<file path="config.mk">
export PLATFORM = sky130hd
export DESIGN_NAME = bht_predictor
export DESIGN_NICKNAME = d
export VERILOG_FILES = /design/src/rtl/bht_predictor.sv
export SDC_FILE = /design/constraint.sdc
export NUM_CORES = 1
export LEC_CHECK = 0
export CORE_MARGIN = 8
export CORE_UTILIZATION = 45
export DETAILED_ROUTE_END_ITERATION = 12
export PLACE_DENSITY = 0.63
export REMOVE_ABC_BUFFERS = 1
export SLEW_MARGIN = 20
export SYNTH_ARGS = -nofsm -noshare
export SYNTH_HDL_FRONTEND = slang
export SYNTH_SLANG_ARGS = --single-unit
</file>
<file path="constraint.sdc">
create_clock -name clk -period 8.6 [get_ports clk]
set_input_delay 1.29 -clock clk [delete_from_list [all_inputs] [get_ports clk]]
set_output_delay 1.29 -clock clk [all_outputs]
set_load 0.03 [all_outputs]
</file>
<file path="src/rtl/bht_predictor.sv">
`timescale 1ns/1ps
// Branch history table of saturating counters; 1-cycle registered prediction, one request and one result per cycle.
// Defining PREDICTOR_GSHARE_EN XORs a global history register into the index; ready stays low during the post-reset init sweep.
module bht_predictor #(
    parameter int INDEX_BITS = 6,
    parameter int CNT_BITS   = 2,
    parameter int PC_BITS    = 32
) (
    input  logic                  clk,
    input  logic                  rst_n,
    input  logic                  request,
    input  logic [PC_BITS-1:0]    req_pc,
    output logic                  prediction,
    output logic                  pred_valid,
    output logic [INDEX_BITS-1:0] pred_index,
    input  logic                  result,
    input  logic [INDEX_BITS-1:0] res_index,
    input  logic                  taken,
    output logic                  ready
);
    localparam int ENTRIES = 1 << INDEX_BITS;
    localparam logic [CNT_BITS-1:0]   INIT_VAL = CNT_BITS'((1 << (CNT_BITS - 1)) - 1);
    localparam logic [CNT_BITS-1:0]   CNT_MAX  = '1;
    localparam logic [INDEX_BITS-1:0] LAST_IDX = INDEX_BITS'(ENTRIES - 1);

    typedef enum logic {INIT, RUN} state_t;

    state_t                state, state_nxt;
    logic [INDEX_BITS-1:0] sweep_ptr;
    logic [CNT_BITS-1:0]   bht_tab [ENTRIES];
    logic [INDEX_BITS-1:0] idx;
    logic [CNT_BITS-1:0]   cnt_cur, cnt_nxt;
    logic                  sweep_done;
    logic                  do_req, do_res;
    logic                  unused_pc;

    // Only the index bits of the PC matter; the rest is consumed here to keep lint quiet.
    assign unused_pc = ^req_pc;

    // Operation is gated on the registered ready so nothing is accepted before the table is whole.
    assign do_req = request & ready;
    assign do_res = result & ready;

`ifdef PREDICTOR_GSHARE_EN
    logic [INDEX_BITS-1:0] ghr, ghr_nxt;

    if (INDEX_BITS == 1) begin : g_ghr_one
        assign ghr_nxt = taken;
    end else begin : g_ghr_shift
        assign ghr_nxt = {ghr[INDEX_BITS-2:0], taken};
    end

    always_ff @(posedge clk or negedge rst_n) begin
        if (!rst_n) begin
            ghr <= '0;
        end else if (do_res) begin
            ghr <= ghr_nxt;
        end
    end

    assign idx = req_pc[INDEX_BITS+1:2] ^ ghr;
`else
    assign idx = req_pc[INDEX_BITS+1:2];
`endif

    always_comb begin
        state_nxt  = state;
        sweep_done = (state == INIT) && (sweep_ptr == LAST_IDX);
        case (state)
            INIT:    if (sweep_done) state_nxt = RUN;
            RUN:     state_nxt = RUN;
            default: state_nxt = INIT;
        endcase
    end

    always_comb begin
        cnt_cur = bht_tab[res_index];
        cnt_nxt = cnt_cur;
        if (taken && (cnt_cur != CNT_MAX)) begin
            cnt_nxt = cnt_cur + CNT_BITS'(1);
        end else if (!taken && (cnt_cur != '0)) begin
            cnt_nxt = cnt_cur - CNT_BITS'(1);
        end
    end

    always_ff @(posedge clk or negedge rst_n) begin
        if (!rst_n) begin
            state      <= INIT;
            sweep_ptr  <= '0;
            ready      <= 1'b0;
            prediction <= 1'b0;
            pred_valid <= 1'b0;
            pred_index <= '0;
        end else begin
            state      <= state_nxt;
            ready      <= (state == RUN);
            pred_valid <= do_req;
            if (state == INIT) begin
                sweep_ptr <= sweep_ptr + INDEX_BITS'(1);
            end
            // Reads the pre-update counter, so a same-cycle result on this entry is not visible yet.
            if (do_req) begin
                prediction <= bht_tab[idx][CNT_BITS-1];
                pred_index <= idx;
            end
        end
    end

    // Table storage needs no reset: the sweep rewrites every entry after each reset.
    always_ff @(posedge clk) begin
        if (state == INIT) begin
            bht_tab[sweep_ptr] <= INIT_VAL;
        end else if (do_res) begin
            bht_tab[res_index] <= cnt_nxt;
        end
    end
endmodule

</file>
==> results.py <==
metrics = {
    "yosys": {
        "synth_top_cell_by_area": "edfxtp_1",
        "yosysWarnings": 0,
        "synthTopCellsByCount": "edfxtp_1 (128), nor2_1 (72), mux4_2 (43)",
        "netlist_area_um2": 6760,
        "synthArstFlopShare_pct": 11.1,
        "synth-edff-count": 128,
        "synthFlopType": "edfxtp_1",
        "syn_avg_cell_area_um2": 15.5,
        "synth_cell_types": 46,
        "ys_ff_latch": 144,
        "yosys.cell_count.top_type": "edfxtp_1",
        "ys_seq_area_share_pct": 62.8,
        "synthTopCellsByArea": "edfxtp_1 (57%), mux4_2 (14%), dfrtp_1 (5.9%)",
        "synth_top_cell_area_share_pct": 56.8,
        "syn_inst": 436,
    },
    "clock_tree": {
        "htree_levels": 4,
        "cts-root-buf": "clkbuf_16",
        "cts-hold-fix-buffers": 0,
        "cts.clk_slew.worst_paths_ns": 0.06,
        "clkSinkCount": 144,
        "cts_tree": "done",
        "postCtsResizedCells": 0,
        "numCtsBuffers": 17,
        "worstSkewPairLatency_ns": 0.42,
        "cts_buffer_depth": 2,
        "cts_setup_buffers": 0,
    },
    "routing": {
        "ant_nets": 0,
        "drt_pass1_iterations": 5,
        "via_count": 3943,
        "routed_via_density": 5.97,
        "drc": 0,
        "initialDrtViolationCount": 381,
        "wl_per_cell_um": 23.1,
        "wl_um": 15300,
    },
    "setup_path": {
        "setup.worst_path.class": "in2reg",
        "cp_top_family": "simple AND/OR/NAND/NOR gates",
        "end_kind": "register",
        "arrival_ns": 5.32,
        "cp_cell_sequence": "clkdlybuf4s50_1 > nand3b_1 > o22ai_1 > or4_1 > o21a_1 > ha_1 > mux2i_1 > nor2_1 > nand2_1 > a21oi_1 > nor3_4 > buf_4",
        "startpoint_type": "input pin",
        "max_stage_delay_ns": 0.92,
        "crit_slowest_cell": "clkdlybuf4s50_1",
        "worst-path-buf-inv": 2,
        "crit_path_max_fanout": 44,
        "worstPathRequired_ns": 8.77,
    },
    "grt": {
        "antenna_found_initial": 0,
        "grt_max_degree": 45,
        "grt_pass1_vias": 4042,
        "overflow": 0,
        "grt_use_total_pct": 16.7,
        "grt_pass1_wl_um": 24000,
    },
    "timing": {
        "finalCritPeriodShare_pct": 59.9,
        "grt_setup_unrepaired": "false",
        "whs_ns": 0.489,
        "slew_headroom_pct": 38.1,
        "fin_crit_ns": 5.15,
        "fmax_ghz": 0.194,
        "finalMaxSlewViolations": 0,
        "fin_setup_tns_ns": 0,
        "tightest_slew_ns": 0.929,
        "finalHoldViolations": 0,
        "fin_skew_ns": 0.00865,
        "setup_viol": 0,
    },
    "status": {
        "status": "finished, final reports clean",
    },
    "place": {
        "io_buffers": 25,
        "place_congestion": 0.884,
        "dp.cells": 629,
        "hpwl_um": 10000,
    },
    "floorplanning": {
        "core_um2": 14900,
        "row_count": 45,
        "initial_core_util_pct": 45.3,
        "die_area_um2": 19200,
        "io_pins": 52,
        "die_h_um": 139,
        "die_width_um": 139,
    },
    "flow_run": {
        "cap_viol_max_count": 0,
    },
    "finish": {
        "drive_gt1_share_pct": 20.3,
        "nNetsFinal": 506,
        "final_cells": 661,
        "final_core_utilization_pct": 52.2,
        "insertedDiodeCount": 0,
        "fill_cells": 1189,
        "areaGrowthSynthToFinish_pct": 15.2,
    },
    "power": {
        "power.density_nw_per_um2": 205,
        "max-vdd-ir-drop_v": 0.000144,
        "power.leakage_nw": 2.23,
    },
    "hold_path": {
        "min_path_type": "reg2reg",
    },
}
## metrics by stage
stage	cell area [um^2]	power [mW]	setup slack [ns]
floorplan	6640	0.785	2.40
global placement	7150	0.816	2.47
detailed placement	7150	0.817	2.22
CTS	7790	1.61	2.63
global route	7790	1.64	3.07
finish	7790	1.60	3.45
## kinds of logic after synthesis
| family | share of synthesized area (%) |
|---|---|
| compound gates | 4.09 |
| xor+xnor | 0.648 |
| simple gates | 9.62 |
| mux | 20.4 |
| flops | 62.8 |
| fa+ha+maj | 0.555 |
| buf+inv | 1.96 |
## worst paths after layout
kind / start / slack, ns / to / cells past startpoint
max in group asynchronous: rst_n / 6.81 / sweep_ptr[3] / 1
worst max-delay path: res_index[3] / 3.45 / bht_tab[20][0] / 12
worst min-delay path: pred_index[5] / 0.49 / pred_index[5] / 2
min in group asynchronous: rst_n / 1.32 / pred_index[5] / 1
worst max register to register: bht_tab[35][1] / 4.65 / bht_tab[20][0] / 12
worst min register to register: pred_index[5] / 0.49 / pred_index[5] / 2
## cell type report
cell class | instances | area (um^2) | area share, %
Clock inverter | 14 | 214 | 2.75
Tap cell | 188 | 235 | 3.02
Multi-Input combinational cell | 266 | 2400 | 30.8
Sequential cell | 144 | 4240 | 54.5
Inverter | 2 | 7.51 | 0.0963
Clock buffer | 18 | 429 | 5.51
Timing Repair Buffer | 29 | 265 | 3.40
## placed cells by master, fill, tap and decap left out, drive strengths merged, types with 5 or more instances in the layout
cell	n
nand3	9
bufinv	5
nand2b	5
o21ai	12
clkbuf	18
mux4	49
clkinv	6
o22ai	11
or3	5
mux2	9
dfrtp	16
mux2i	15
clkdlybuf4s50	22
nand2	27
edfxtp	128
nor2	72
buf	7
## state kept, by name, indices dropped and copies added (netlist names)
signal	cells
bht_tab	128
pred_index	6
pred_valid	1
prediction	1
ready	1
state	1
sweep_ptr	6
## routing by layer
metal | global-route usage, % | vias to the layer above | wire, um
met4 | 7.15 | 0 | 350
met1 | 21.1 | 2029 | 6440
met2 | 27.0 | 118 | 7740
met5 | 0 | - | 0
met3 | 3.66 | 23 | 771
li1 | - | 1773 | -
## worst reg2reg max path, cell delays in order (launching register included)
cell and delay (ns):
edfxtp_1 0.42, mux4_2 0.47, mux2_2 0.29, o221ai_1 0.21, a31oi_1 0.14, a21o_1 0.23, ha_1 0.18, mux2i_1 0.31
nor2_1 0.12, nand2_1 0.11, a21oi_1 0.08, nor3_4 0.62, buf_4 0.50
## where the power goes
part	leakage [nW]	internal, mW	switching [mW]
Clock	0.308	0.514	0.284
Sequential	1.11	0.751	0
Combinational	0.819	0.0220	0.0287
Power figures use the tool's default switching activity.
